## src/rtl/mlow_pkg.sv

```systemverilog
// mlow_pkg: scheduler state/error encodings, config limits, core reset defaults and the config validity check
package mlow_pkg;
    typedef enum logic [2:0] {
        ST_IDLE, ST_CONFIG, ST_STREAM, ST_DRAIN, ST_DONE, ST_ERROR
    } sched_state_e;
    typedef enum logic [1:0] {
        ERR_CFG = 2'd0, ERR_TIMEOUT = 2'd1, ERR_CORE = 2'd2, ERR_ABORT = 2'd3
    } sched_err_e;
    localparam logic [3:0] MLOW_MAX_BITRATE_SEL = 4'd7;
    localparam logic [1:0] MLOW_BW_INVALID      = 2'b11;
    localparam logic [3:0] MLOW_RST_BITRATE     = 4'h3;
    localparam logic [1:0] MLOW_RST_BANDWIDTH   = 2'b01;
    function automatic logic cfg_bad(input logic [3:0] br, input logic [1:0] bw);
        return br > MLOW_MAX_BITRATE_SEL || bw == MLOW_BW_INVALID;
    endfunction
endpackage

```

## src/rtl/mlow_rr_arb2.sv

```systemverilog
// mlow_rr_arb2: 2-way round-robin winner (win_enc) from enc_req/dec_req and a last-served flag updated on upd with upd_enc
module mlow_rr_arb2 (
    input  logic clk_i,
    input  logic reset_i,
    input  logic enc_req,
    input  logic dec_req,
    input  logic upd,
    input  logic upd_enc,
    output logic win_enc
);
    logic last_enc;
    always_ff @(posedge clk_i) begin
        if (reset_i) last_enc <= 1'b0;
        else if (upd) last_enc <= upd_enc;
    end
    assign win_enc = enc_req && (!dec_req || !last_enc);
endmodule

```

## src/rtl/mlow_frame_scheduler.sv

```systemverilog
// mlow_frame_scheduler: shares one mlow_codec core between enc/dec requesters (req/cfg in, grant out), drives core_* cfg, counts beats, reports job_done/job_error+err_code and frame_count
module mlow_frame_scheduler
    import mlow_pkg::*;
#(
    parameter int FRAME_SIZE     = 480,
    parameter int PKT_BYTES      = 240,
    parameter int TIMEOUT_CYCLES = 4096,
    parameter int MIN_DRAIN      = 2
) (
    input  logic        clk_i,
    input  logic        reset_i,
    input  logic        enc_req_i,
    input  logic [3:0]  enc_bitrate_i,
    input  logic [1:0]  enc_bandwidth_i,
    output logic        enc_grant_o,
    input  logic        dec_req_i,
    input  logic [3:0]  dec_bitrate_i,
    input  logic [1:0]  dec_bandwidth_i,
    output logic        dec_grant_o,
    output logic        core_encode_mode_o,
    output logic [3:0]  core_bitrate_sel_o,
    output logic [1:0]  core_bandwidth_sel_o,
    input  logic        core_beat_i,
    input  logic        core_busy_i,
    input  logic        core_error_i,
    output logic        job_done_o,
    output logic        job_error_o,
    output logic [1:0]  err_code_o,
    output logic [15:0] frame_count_o
);
    localparam int BW = $clog2((FRAME_SIZE > PKT_BYTES ? FRAME_SIZE : PKT_BYTES) + 1);
    localparam int WW = $clog2(TIMEOUT_CYCLES + 1);
    localparam int DW = $clog2(MIN_DRAIN + 1);
    sched_state_e  state;
    logic [BW-1:0] beat_cnt;
    logic [WW-1:0] wdog;
    logic [DW-1:0] drain_cnt;
    logic          win_enc, req, beat, last_beat, tmo, drained;
    mlow_rr_arb2 u_arb (
        .clk_i   (clk_i),
        .reset_i (reset_i),
        .enc_req (enc_req_i),
        .dec_req (dec_req_i),
        .upd     (state == ST_DONE || state == ST_ERROR),
        .upd_enc (core_encode_mode_o),
        .win_enc (win_enc)
    );
    assign req         = core_encode_mode_o ? enc_req_i : dec_req_i;
    assign beat        = state == ST_STREAM && core_beat_i;
    assign last_beat   = beat && beat_cnt == BW'(core_encode_mode_o ? FRAME_SIZE - 1 : PKT_BYTES - 1);
    // A beat resets the watchdog, so it can only expire on a beat-free cycle
    assign tmo         = !beat && wdog == WW'(TIMEOUT_CYCLES - 1);
    assign drained     = drain_cnt >= DW'(MIN_DRAIN - 1) && !core_busy_i;
    assign enc_grant_o = state != ST_IDLE && core_encode_mode_o;
    assign dec_grant_o = state != ST_IDLE && !core_encode_mode_o;
    assign job_done_o  = state == ST_DONE;
    assign job_error_o = state == ST_ERROR;
    always_ff @(posedge clk_i) begin
        if (reset_i) begin
            state                <= ST_IDLE;
            core_encode_mode_o   <= 1'b0;
            core_bitrate_sel_o   <= MLOW_RST_BITRATE;
            core_bandwidth_sel_o <= MLOW_RST_BANDWIDTH;
            beat_cnt             <= '0;
            wdog                 <= '0;
            drain_cnt            <= '0;
            err_code_o           <= '0;
            frame_count_o        <= '0;
        end else begin
            case (state)
                ST_IDLE: if (enc_req_i || dec_req_i) begin
                    state                <= ST_CONFIG;
                    core_encode_mode_o   <= win_enc;
                    core_bitrate_sel_o   <= win_enc ? enc_bitrate_i : dec_bitrate_i;
                    core_bandwidth_sel_o <= win_enc ? enc_bandwidth_i : dec_bandwidth_i;
                    beat_cnt             <= '0;
                    wdog                 <= '0;
                end
                ST_CONFIG: if (cfg_bad(core_bitrate_sel_o, core_bandwidth_sel_o)) begin
                    state      <= ST_ERROR;
                    err_code_o <= ERR_CFG;
                end else state <= ST_STREAM;
                ST_STREAM, ST_DRAIN: begin
                    if (core_error_i || !req || tmo) begin
                        state      <= ST_ERROR;
                        err_code_o <= core_error_i ? ERR_CORE : !req ? ERR_ABORT : ERR_TIMEOUT;
                    end else if (last_beat) begin
                        state     <= ST_DRAIN;
                        wdog      <= '0;
                        drain_cnt <= '0;
                    end else if (state == ST_DRAIN && drained) begin
                        state <= ST_DONE;
                    end else begin
                        wdog     <= beat ? '0 : wdog + 1'b1;
                        beat_cnt <= beat_cnt + BW'(beat);
                        if (state == ST_DRAIN && drain_cnt != DW'(MIN_DRAIN)) drain_cnt <= drain_cnt + 1'b1;
                    end
                end
                ST_DONE: begin
                    state         <= ST_IDLE;
                    frame_count_o <= frame_count_o + 16'd1;
                end
                ST_ERROR: begin
                    state    <= ST_IDLE;
                    beat_cnt <= '0;
                    wdog     <= '0;
                end
                default: state <= ST_IDLE;
            endcase
        end
    end
endmodule

```

## config.mk

```make
export PLATFORM = sky130hd
export DESIGN_NAME = mlow_frame_scheduler
export DESIGN_NICKNAME = d
export VERILOG_FILES = /design/src/rtl/mlow_pkg.sv /design/src/rtl/mlow_rr_arb2.sv /design/src/rtl/mlow_frame_scheduler.sv
export SDC_FILE = /design/constraint.sdc
export NUM_CORES = 1
export LEC_CHECK = 0
export ABC_AREA = 1
export CAP_MARGIN = 30
export CORE_MARGIN = 2
export CORE_UTILIZATION = 50
export CTS_CLUSTER_SIZE = 40
export DETAILED_ROUTE_END_ITERATION = 12
export PLACE_DENSITY = 0.86
export SYNTH_ARGS = -nofsm -noshare
export SYNTH_HDL_FRONTEND = slang
export SYNTH_SLANG_ARGS = --single-unit
```

## constraint.sdc

```tcl
create_clock -name clk_i -period 5 [get_ports clk_i]
set_input_delay 0.75 -clock clk_i [delete_from_list [all_inputs] [get_ports clk_i]]
set_output_delay 0.75 -clock clk_i [all_outputs]
set_load 0.005 [all_outputs]
```

After elaboration in Yosys (flattened, before gate mapping). Index checks and enable logic that the tools add are counted.

Bits in registers: 53.

Add/sub/neg operators: 4. Magnitude comparators: 2. Eq/ne operators: 18. Muxes and demuxes: 29. Bitwise operators: 1. Reductions and logical operators: 33.

Operators with widths (count): $mux W13 (5); $mux W9 (5); $pmux W13 S3 (1); $pmux W9 S3 (1); $add A16 B1 Y16 const B (1); $mux W2 (8); $ne A2 B2 Y1 const B (8); $mux W3 (5); $add A13 B1 Y13 const B (1); $eq A13 B12 Y1 const B (1); $add A9 B1 Y9 (1); $eq A9 B9 Y1 (1); $logic_and A1 B1 Y1 (9); $pmux W3 S3 (1); $reduce_and A4 Y1 (2); $eq A3 B2 Y1 const B (2); $eq A3 B3 Y1 const B (2); $logic_not A1 Y1 (6); $logic_or A1 B1 Y1 (6); $reduce_bool A3 Y1 (2); $reduce_and A5 Y1 (1); $gt A4 B3 Y1 const B (1); $mux W4 (1); $ne A4 B4 Y1 const B (1); other kinds (13) (15).

Depth between registers and ports, before layout.
Depth in word-level cells: 7. Gate-level depth with buffers: 13. Depth with buffers taken out: 13.

Modules after synthesis. Synthesis repeated with hierarchy kept, for this count alone.

Cells, all modules: 471. Area, all modules: 3120.5 sq um.

By module, submodules not included: mlow_frame_scheduler (times used 1, cells each 463, area each 3067.9 sq um, seq. area each 1041.0 sq um); mlow_rr_arb2 (times used 1, cells each 8, area each 52.6 sq um, seq. area each 20.0 sq um).

Least setup slack after synthesis. OpenSTA, ideal clock, no wires.

Path type: input-to-reg. Start: input core_beat_i. End: register beat_cnt[6]. Library setup time: 0.071 ns. Data arrival time: 2.019 ns. Data required time: 4.929 ns. Setup slack: 2.911 ns. Cell stages on the path: 12. Buffers on the path: 0. Path through: nand2_1 -> nor2_4 -> ha_1 -> ha_1 -> nand2_1 -> nor2_1 -> nand3_1 -> nand2_1 -> nand2_1 -> nor2_1 -> nand4_1 -> a21oi_1.

Cells in the longest elaborated chain, start to end: 6. Elaborated cells on any way between the ends: 13. Those cells by class: 1 x add/sub; 2 x eq/ne; 4 x mux; 6 x reduce/logical.

RTL lines: from (decl) (line mlow_frame_scheduler.sv:23) `input logic core_beat_i,`; $logic_and A1 B1 Y1 * (line mlow_frame_scheduler.sv:49) `assign beat = state == ST_STREAM && core_beat_i;`; $add A9 B1 Y9 / $logic_not A1 Y1 (equally long branches) (line mlow_frame_scheduler.sv:95, mlow_frame_scheduler.sv:52); $mux W9 / $logic_and A1 B1 Y1 (equally long branches) (line mlow_frame_scheduler.sv:91, mlow_frame_scheduler.sv:52); $mux W9 / $logic_or A1 B1 Y1 (equally long branches) (line mlow_frame_scheduler.sv:87, mlow_frame_scheduler.sv:84); $mux W9 / $ne A2 B2 Y1 (equally long branches); $pmux W9 S3 / $reduce_and A5 Y1 (equally long branches); to (signal assigned) (line mlow_frame_scheduler.sv:95) `beat_cnt <= beat_cnt + BW'(beat);`; to (decl) (line mlow_frame_scheduler.sv:35) `logic [BW-1:0] beat_cnt;`.

Mark *: on every way between the ends. The rest lies on a longest branch, timed or not. The select of a mux whose other input is x is not followed. A chain may end at the register's enable or synchronous reset.

Worst setup path in the final report.
Start: register state[2]. End: output enc_grant_o.

Cells in the longest elaborated chain, start to end: 2.

RTL lines: from (decl) (line mlow_frame_scheduler.sv:34) `sched_state_e state;`; from (signal assigned) (line mlow_frame_scheduler.sv:60) `state <= ST_IDLE;`; from (signal assigned) (line mlow_frame_scheduler.sv:72) `state <= ST_CONFIG;`; from (signal assigned) (line mlow_frame_scheduler.sv:80) `state <= ST_ERROR;`; $reduce_bool A3 Y1 (line mlow_frame_scheduler.sv:54) `assign enc_grant_o = state != ST_IDLE && core_encode_mode_o;`; $logic_and A1 B1 Y1 (line mlow_frame_scheduler.sv:54); to (decl) (line mlow_frame_scheduler.sv:15) `output logic enc_grant_o,`.

Every way passes these cells.

==> results.toml <==
[cells_and_area]
fin_nets = 551
final_cell_area_um2 = 3745
drive_above_1_share_pct = 6.831
area_growth_pct = 18.86
antenna_cells = 0
utilization_pct = 62.51

[grt]
first_global_vias = 3009
grt_start_max_net_pins = 34
antenna_found_initial = 0
grtUsageTotal_pct = 22.66
grt_pass1_wl_um = 13340
gr-total-overflow = 0

[sta]
fin_skew_ns = 0.005484
timing.fmax_ghz = 0.4003
slew_violations = 0
period_share_pct = 49.97
hold_viol_final = 0
rsz0062_at_grt = "false"
tightest_slew_ns = 0.6420
setup_viol_count_final = 0
period_needed_ns = 2.498
slew-limit-headroom_pct = 57.16
fin_setup_tns_ns = 0

[clock_network]
root_buffer = "clkbuf_8"
clk_path_buf_depth = 2
cts_sinks = 53
clk_latency_ns = 0.31
cts_hold_buffers = 0
htreeDepth = 2
cts_buffers = 5
cts_resized = 0
cts_tree = "built"
clk_pin_slew_ns = 0.09
postCtsSetupBuffers = 0

[floorplanning]
start_util_pct = 52.59
die_w_um = 83.38
num_rows = 28
io-pin-count = 48
die-height_um = 83.38
fp.coreArea_um2 = 5991
die_area_um2 = 6952

[setup_path]
startpoint_type = "register"
required_ns = 4.25
critPathMaxStageDelay_ns = 0.51
cpMaxStageDelayCell = "clkdlybuf4s50_1"
reg2regPathDepth = 13
endpoint_kind = "output pin"
timing.rr.end = "beat_cnt[6]"
r2r_start = "state[2]"
crit_arrival_ns = 1.75
rrSetupSlack_ns = 2.83
setup.worst_path.class = "register to output pin"
cp_max_fo = 6
crit_chain = "inv_2 > nand2_1 > inv_1 > nor2_1 > clkdlybuf4s50_1"

[run_status]
status = "finished, final reports clean"

[route]
route.detailed.drc = 0
vias = 3246
dr.pass1.iters = 5
ant_nets = 0
routed_wl_um = 7795
wl_per_cell_um = 12.95
drtIter0Drc = 251
via_per_inst = 5.392

[synthesis]
synth.largest_area_cell = "dfxtp_1"
yosysMostFrequentCell = "nand2_1"
ys_seq_area_share_pct = 33.68
synthCells = 483
synthArstFlopShare_pct = 0
synth_area_leaders = "dfxtp_1, nand2_1, nor2_1"
synth_cell_types = 36
synth_warnings = 0
synth_edf_count = 0
syn_nets = 508
synth_top_area_share_pct = 33.68
synthesis.area_um2 = 3151
synth_ff_type = "dfxtp_1"
syn_area_per_cell_um2 = 6.523
synthTopCellsByCount = "nand2_1, nor2_1, inv_1, dfxtp_1, a21oi_1"
synth_seq_cells = 53

[pwr]
clockPowerShare_pct = 17.3
pwr-share-seq_pct = 38.3
pwr-share-comb_pct = 44.5
power.density_nw_per_um2 = 379.8
netSwitchingFraction_pct = 42.67
ir_drop_mv = 0.4029
power_switching_mw = 0.6070
power.leakage_nw = 1.434
intPower_mw = 0.8155

[flow_run]
max_cap_viol_count = 0

[hold_path]
hp-class = "register to register"
whs_path_depth = 2
hold_end = "err_code_o[1]"
hold_start = "err_code_o[1]"

[placement]
place_area_um2 = 3657
gp_congestion = 0.8665
dp_hpwl_um = 5517
port_buffers = 47
## critical path: cells and delay by family, from the launching register on
family	cells	cell delay [ns]
and+or+nand+nor	2	0.23
buffers and inverters	3	0.74
DFF	1	0.47
## metrics by stage
step           power, mW  std cells  worst slack (ns)  hold slack (ns)
3_5_place_dp       1.174        594             2.268           0.4557
6_report           1.422        602             2.502           0.4695
5_1_grt            1.529        602             2.356           0.4951
4_1_cts            1.423        602             2.518           0.4704
3_3_place_gp       1.145        594             2.342           0.4488
2_1_floorplan     0.9975        483             2.911           0.4521
## sequential cells by signal (all words and copies together), names as in the netlist
register	cells
frame_count_o	16
core_bandwidth_sel_o	2
state	3
core_bitrate_sel_o	4
wdog	13
core_encode_mode_o	1
drain_cnt	2
u_arb.last_enc	1
beat_cnt	9
err_code_o	2
## cell type report
type	count	area, um^2
well taps	75	93.84
flip-flops and latches	53	1061
clock inverters	2	15.01
inverters	63	241.5
fillers	513	2246
clock buffers	6	72.57
repair buffers	48	478.0
multi-input cells	355	1783
## logic make-up (layout without fill, tap and decap cells)
| logic type | after synthesis | in the layout | share of synthesized area (%) |
|---|---|---|---|
| AND/OR/NAND/NOR | 262 | 262 | 38.76 |
| AO/OA/AOI/OAI | 84 | 84 | 14.61 |
| buffers and inverters | 75 | 119 | 9.730 |
| flip-flops | 53 | 53 | 33.68 |
| adder cells (fa/ha/maj) | 6 | 6 | 2.383 |
| XOR/XNOR | 3 | 3 | 0.8341 |
## how the worst max path moves through the flow
stage | from | endpoint | slack (ns) | cells after the start
2_1_floorplan | core_beat_i | beat_cnt[6] | 2.91 | 12
3_3_place_gp | core_beat_i | beat_cnt[6] | 2.34 | 13
3_5_place_dp | core_beat_i | beat_cnt[6] | 2.27 | 13
4_1_cts | state[2] | enc_grant_o | 2.52 | 5
5_1_grt | core_beat_i | beat_cnt[6] | 2.36 | 13
6_report | state[2] | enc_grant_o | 2.50 | 5
## routing by layer
metal | wire length [um] | vias up | track usage [%]
li1 | - | 1662 | -
met1 | 3518 | 1479 | 28.80
met2 | 3798 | 91 | 39.22
met3 | 350 | 14 | 3.181
met4 | 127 | 0 | 7.750
met5 | 0 | - | 0
## cells in the final DEF (no fill, tap or decap), drive strengths merged
| cell type | instances |
|---|---|
| xor2 | 3 |
| ha | 6 |
| clkbuf | 6 |
| a211oi | 1 |
| a21boi | 2 |
| o21ai | 31 |
| a311oi | 1 |
| nor3b | 1 |
| nand4 | 23 |
| inv | 63 |
| a21oi | 43 |
| dfxtp | 53 |
| a21o | 1 |
| or2 | 3 |
| nor3 | 11 |
| nand3b | 1 |
| clkdlybuf4s50 | 47 |
| nor2 | 76 |
| clkinvlp | 2 |
| o21a | 2 |
| nand2 | 119 |
| o211ai | 2 |
| a31oi | 1 |
| nand3 | 28 |
| buf | 1 |
## power by group through the flow
stage	sequential, mW	clock, mW	combinational [mW]
after CTS	0.542	0.254	0.628
final	0.544	0.246	0.632
after floorplan	0.542	0	0.455
after detailed placement	0.551	0	0.623
after global routing	0.553	0.267	0.709
after global placement	0.549	0	0.596
Note: power is estimated with default switching activity, not from simulation.
